$ cat config.mk
export PLATFORM = sky130hd
export DESIGN_NAME = fault_syndrome_collector
export DESIGN_NICKNAME = d
export VERILOG_FILES = /design/src/rtl/fault_sim_pkg.sv /design/src/rtl/misr_reg.sv /design/src/rtl/fault_syndrome_collector.sv
export SDC_FILE = /design/constraint.sdc
export NUM_CORES = 1
export LEC_CHECK = 0
export BUFFER_PORTS_ARGS = -buffer_cell sky130_fd_sc_hd__buf_2
export CORE_ASPECT_RATIO = 1.75
export CORE_MARGIN = 2
export CORE_UTILIZATION = 35
export CTS_CLUSTER_SIZE = 16
export DETAILED_ROUTE_END_ITERATION = 6
export GPL_TIMING_DRIVEN = 0
export HOLD_SLACK_MARGIN = 0.02
export PLACE_DENSITY = 0.68
export SLEW_MARGIN = 5
export SYNTH_ARGS = -nofsm -noshare
export SYNTH_HDL_FRONTEND = slang
export SYNTH_SLANG_ARGS = --single-unit
$ cat constraint.sdc
create_clock -name clk -period 11.8 [get_ports clk]
set_input_delay 1.18 -clock clk [delete_from_list [all_inputs] [get_ports clk]]
set_output_delay 1.18 -clock clk [all_outputs]
set_load 0.01 [all_outputs]
$ cat src/rtl/fault_sim_pkg.sv
// Shared types and defaults for the fault-dictionary response collector.
package fault_sim_pkg;
  typedef enum logic [1:0] {S_IDLE, S_COLLECT, S_REPORT} state_t;

  localparam int          DEF_OUT_W     = 26;
  localparam int          DEF_TEST_CNT  = 66;
  localparam logic [25:0] DEF_MISR_POLY = 26'h2000023;

  // Index must reach TEST_CNT itself, which doubles as the "none/saturated" value.
  function automatic int idx_w(input int n);
    return $clog2(n + 1);
  endfunction
endpackage

$ cat src/rtl/misr_reg.sv
// Multiple-input signature register: shift left, fold MSB through POLY, xor in data.
module misr_reg import fault_sim_pkg::*; #(
  parameter int               OUT_W = DEF_OUT_W,
  parameter logic [OUT_W-1:0] POLY  = OUT_W'(DEF_MISR_POLY)
) (
  input  logic             clk,
  input  logic             rst,
  input  logic             en,
  input  logic             clr,
  input  logic [OUT_W-1:0] din,
  output logic [OUT_W-1:0] sig
);
  logic [OUT_W-1:0] r_sig;

  always_ff @(posedge clk or posedge rst) begin
    if (rst)      r_sig <= '0;
    else if (clr) r_sig <= '0;
    else if (en)  r_sig <= {r_sig[OUT_W-2:0], 1'b0} ^ (r_sig[OUT_W-1] ? POLY : '0) ^ din;
  end

  assign sig = r_sig;
endmodule

$ cat src/rtl/fault_syndrome_collector.sv
// Per-fault golden/faulty comparator: builds syndrome or MISR signature, emits one record per fault.
module fault_syndrome_collector import fault_sim_pkg::*; #(
  parameter int               OUT_W     = DEF_OUT_W,
  parameter int               TEST_CNT  = DEF_TEST_CNT,
  parameter int               CNT_W     = 16,
  parameter logic [OUT_W-1:0] MISR_POLY = OUT_W'(DEF_MISR_POLY)
) (
  input  logic                            clk,
  input  logic                            rst,
  input  logic                            stats_clr,
  input  logic                            fault_start,
  input  logic                            mode,
  input  logic                            pat_valid,
  input  logic                            pat_last,
  input  logic [OUT_W-1:0]                golden,
  input  logic [OUT_W-1:0]                faulty,
  output logic                            busy,
  output logic                            rec_valid,
  input  logic                            rec_ready,
  output logic [TEST_CNT-1:0]             rec_syndrome,
  output logic [OUT_W-1:0]                rec_signature,
  output logic                            rec_detected,
  output logic [idx_w(TEST_CNT)-1:0]      rec_first_fail,
  output logic [idx_w(TEST_CNT)-1:0]      rec_fail_cnt,
  output logic [CNT_W-1:0]                det_count,
  output logic [CNT_W-1:0]                fault_count,
  output logic                            overflow
);
  localparam int            IW  = idx_w(TEST_CNT);
  localparam logic [IW-1:0] LIM = IW'(TEST_CNT);

  state_t              r_state;
  logic                r_mode, r_busy, r_valid, r_det, r_ovf;
  logic [IW-1:0]       r_idx, r_ff, r_fcnt;
  logic [TEST_CNT-1:0] r_syn;
  logic [CNT_W-1:0]    r_dc, r_fc;

  logic [OUT_W-1:0] w_diff, w_sig;
  logic             w_mis, w_acc, w_start, w_hs;

  assign w_diff  = golden ^ faulty;
  assign w_mis   = |w_diff;
  assign w_acc   = (r_state == S_COLLECT) && pat_valid;
  assign w_start = (r_state == S_IDLE) && fault_start;
  assign w_hs    = r_valid && rec_ready;

  misr_reg #(.OUT_W(OUT_W), .POLY(MISR_POLY)) u_misr (
    .clk (clk),
    .rst (rst),
    .en  (w_acc && r_mode),
    .clr (w_start),
    .din (w_diff),
    .sig (w_sig)
  );

  always_ff @(posedge clk or posedge rst) begin
    if (rst) begin
      r_state <= S_IDLE;
      r_mode  <= 1'b0;
      r_busy  <= 1'b0;
      r_valid <= 1'b0;
      r_det   <= 1'b0;
      r_idx   <= '0;
      r_ff    <= LIM;
      r_fcnt  <= '0;
      r_syn   <= '0;
    end else begin
      case (r_state)
        S_IDLE: if (fault_start) begin
          r_mode  <= mode;
          r_syn   <= '0;
          r_fcnt  <= '0;
          r_idx   <= '0;
          r_ff    <= LIM;
          r_det   <= 1'b0;
          r_busy  <= 1'b1;
          r_state <= S_COLLECT;
        end
        S_COLLECT: if (pat_valid) begin
          // r_idx saturates at LIM, so LIM marks "beyond the syndrome window"
          if (r_idx != LIM) begin
            r_syn[r_idx] <= w_mis;
            r_idx        <= r_idx + 1'b1;
          end
          if (w_mis && !r_det)         r_ff   <= r_idx;
          if (w_mis)                   r_det  <= 1'b1;
          if (w_mis && r_fcnt != LIM)  r_fcnt <= r_fcnt + 1'b1;
          if (pat_last) begin
            r_valid <= 1'b1;
            r_state <= S_REPORT;
          end
        end
        S_REPORT: if (rec_ready) begin
          r_valid <= 1'b0;
          r_busy  <= 1'b0;
          r_state <= S_IDLE;
        end
        default: r_state <= S_IDLE;
      endcase
    end
  end

  // Coverage statistics; a coincident clear beats the handshake update.
  always_ff @(posedge clk or posedge rst) begin
    if (rst) begin
      r_dc  <= '0;
      r_fc  <= '0;
      r_ovf <= 1'b0;
    end else if (stats_clr) begin
      r_dc  <= '0;
      r_fc  <= '0;
      r_ovf <= 1'b0;
    end else begin
      if (w_hs && !(&r_fc))         r_fc  <= r_fc + 1'b1;
      if (w_hs && r_det && !(&r_dc)) r_dc <= r_dc + 1'b1;
      if (w_acc && r_idx == LIM)    r_ovf <= 1'b1;
    end
  end

  assign busy           = r_busy;
  assign rec_valid      = r_valid;
  assign rec_syndrome   = r_syn;
  assign rec_signature  = w_sig;
  assign rec_detected   = r_det;
  assign rec_first_fail = r_ff;
  assign rec_fail_cnt   = r_fcnt;
  assign det_count      = r_dc;
  assign fault_count    = r_fc;
  assign overflow       = r_ovf;
endmodule

==> flow_metrics.env <==
export IMPL_setup_tns_ns=0
export IMPL_ctsHoldBuffers=0
export IMPL_syn_num_nets=868
export IMPL_ios=202
export IMPL_cts_max_level=4
export IMPL_vias=6755
export IMPL_slew_violations=0
export IMPL_fmax_mhz=333
export IMPL_dieHeight_um=200
export IMPL_placed_cell_area_mm2=0.00911
export IMPL_pwr_share_clk_pct=31.6
export IMPL_drive_gt1_share_pct=29.4
export IMPL_dp_hpwl_um=17500
export IMPL_synth_top_cell_area_share_pct=48.7
export IMPL_drv_cap=0
export IMPL_synth_edff_count=0
export IMPL_post_cts_resized_instances=0
export IMPL_synth_most_common_cell="dfrtp_1"
export IMPL_crit_family="simple AND/OR/NAND/NOR gates"
export IMPL_skew_ns=0.00932
export IMPL_die_w_um=116
export IMPL_vdd_drop_max_mv=0.0867
export IMPL_p_leak_nw=4.75
export IMPL_setup_worst_path_start_class="primary input"
export IMPL_fin_util_pct=44.9
export IMPL_setup_viol=0
export IMPL_synth_seq_area_share_pct=49.4
export IMPL_nFillCells=2172
export IMPL_synth_cell_area_mm2=0.00771
export IMPL_switching_share_pct=37.6
export IMPL_ys_seq_elements=152
export IMPL_synth_ff_type="dfrtp_1"
export IMPL_powerDensity_mw_per_mm2=179
export IMPL_grt_util_met3_pct=3.90
export IMPL_rows=71
export IMPL_final_area_mm2=0.00970
export IMPL_gr_usage_met2_pct=37.2
export IMPL_grt_pass1_wl_um=37300
export IMPL_rsz0062_at_grt="false"
export IMPL_wire_per_inst_um=17.6
export IMPL_ys_async_sr_fraction_pct=100
export IMPL_max_stage_delay_ns=0.40
export IMPL_worst_pin_slew_ns=1.16
export IMPL_synth_cell_type_count=54
export IMPL_grt_max_degree=105
export IMPL_critical_path_buf_inv_count=3
export IMPL_synth_top_area_cell="dfrtp_1"
export IMPL_finalCritPeriodShare_pct=25.4
export IMPL_clock_sinks=152
export IMPL_total_power_w=0.00173
export IMPL_slowest_stage="nor4_1"
export IMPL_top_usage_layer="met2"
export IMPL_grt_pass1_vias=6753
export IMPL_clk_latency_ns=0.44
export IMPL_hold_viol=0
export IMPL_p_int_w=0.00108
export IMPL_cts_tree="done"
export IMPL_area_growth_syn_to_layout_pct=25.8
export IMPL_combPwrFrac_pct=30.3
export IMPL_cts_setup_buffers=0
export IMPL_first_iter_violations=463
export IMPL_path_max_fanout=10
export IMPL_seq_power_share_pct=38.0
export IMPL_path_cells="buf_2 > xor2_1 > nor4_1 > nand4_1 > o21ai_2 > buf_4 > buf_2 > nor2_1 > a31o_2"
export IMPL_cts_clk_slew_worst_paths_ns=0.07
export IMPL_fp_coreArea_mm2=0.0216
export IMPL_vias_per_cell=5.09
export IMPL_dr_pass1_iters=5
export IMPL_clock_path_buffers=2
export IMPL_period_minus_slack_ns=3.00
export IMPL_maxSlewHeadroom_pct=22.3
export IMPL_p_switching_w=0.000651
export IMPL_syn_area_per_cell_um2=9.61
export IMPL_drtAntennaViolNets=0
export IMPL_path_common_cell="buf_2"
export IMPL_initial_utilization_pct=35.7
export IMPL_antenna_found_initial=1
export IMPL_synth_cells=802
export IMPL_use_met1_pct=23.4
export IMPL_grt_overflow_total=0
export IMPL_worstSetupEndpointType="register"
export IMPL_cts_root_buffer="clkbuf_16"
export IMPL_ys_warn_count=0
export IMPL_post_route_drc_count=0
export IMPL_critPathRequiredTime_ns=12.12
export IMPL_cp_arrival_ns=3.32
export IMPL_path_class="primary input to register"
export IMPL_place_congestion=0.872
export IMPL_status="finished clean"
export IMPL_port_buffers=200
export IMPL_dieArea_mm2=0.0233
export IMPL_synth_area_leaders="dfrtp_1, nand2_1, xor2_1"
export IMPL_totalWireLength_um=23400
export IMPL_cts_buffers=17
export IMPL_grtUsageTotal_pct=20.8
export IMPL_hp_class="register to register"
export IMPL_yosys_top_cells_count="dfrtp_1, nand2_1, nor2_1, xor2_1, a21oi_1"
export IMPL_fin_nets=1088
## layout by cell type, fill, tap and decap left out, types with 21 or more instances in the layout
master	count
buf_2	218
dfrtp_1	150
nand2_1	147
nor2_1	68
xor2_1	46
a21oi_1	41
xnor2_1	40
nand3_1	34
a31o_2	31
mux2i_1	30
clkbuf_1	26
o31ai_1	24
nor3_1	21
## per-stage QoR
stage | setup slack (ns) | std cells | hold slack [ns]
2_1_floorplan | 6.53 | 802 | 0.446
3_3_place_gp | 4.53 | 1294 | 0.467
3_5_place_dp | 8.36 | 1295 | 0.464
6_report | 8.80 | 1328 | 0.473
4_1_cts | 8.83 | 1327 | 0.479
5_1_grt | 8.65 | 1327 | 0.518
## worst paths after layout
check / startpoint / to / slack (ns) / cells past startpoint
min in group asynchronous: rst / fault_count[5] / 0.73 / 2
hold reg to reg: r_mode / r_mode / 0.47 / 2
setup reg to reg: r_idx[2] / rec_syndrome[2] / 9.02 / 5
setup / recovery: faulty[18] / rec_syndrome[16] / 8.80 / 9
hold / removal: r_mode / r_mode / 0.47 / 2
max in group asynchronous: rst / r_idx[1] / 10.18 / 3
## worst reg2reg max path: stages (launching register included)
cell	delay [ns]
dfrtp_1	0.41
clkbuf_1	0.25
nor3b_1	0.97
nor2b_1	0.67
a21oi_1	0.13
a31o_2	0.25
## logic make-up after synthesis
family	Yosys count	share of synthesized area (%)
XOR/XNOR	86	9.77
multiplexers	31	4.04
AO/OA/AOI/OAI	133	12.2
AND/OR/NAND/NOR	339	20.4
flip-flops	152	49.4
buffers and inverters	55	3.21
adder cells (fa/ha/maj)	6	0.974
## layer usage
| layer | up-vias | routed length, um |
|---|---|---|
| li1 | 3219 | - |
| met1 | 3299 | 8850 |
| met2 | 193 | 12600 |
| met3 | 44 | 964 |
| met4 | 0 | 935 |
| met5 | - | 0 |
## layout make-up
cell class | instances | area, um^2 | share of cell area, %
clock inverter | 15 | 159 | 1.64
inverter | 6 | 30.0 | 0.310
antenna | 1 | 2.50 | 0.0258
tap | 292 | 365 | 3.77
buffer | 49 | 225 | 2.32
timing repair buffer | 201 | 1030 | 10.6
clock buffer | 17 | 425 | 4.39
sequential | 152 | 3810 | 39.3
multi-input combinational | 595 | 3650 | 37.7
## sequential cells by signal, indices dropped and copies added (netlist names)
signal	flops
fault_count	16
rec_valid	1
rec_first_fail	7
det_count	16
overflow	1
r_idx	7
u_misr.sig	26
r_mode	1
rec_fail_cnt	7
rec_detected	1
rec_syndrome	66
busy	1
r_state	2
## power by group through the flow
stage	Combinational [W]	Clock (W)	Sequential (W)
floorplan	0.000307	0	0.000685
global placement	0.000518	0	0.000667
detailed placement	0.000526	0	0.000668
CTS	0.000529	0.000559	0.000659
global route	0.000580	0.000577	0.000668
finish	0.000526	0.000548	0.000659
No activity file was read; power rests on OpenSTA's default activity.
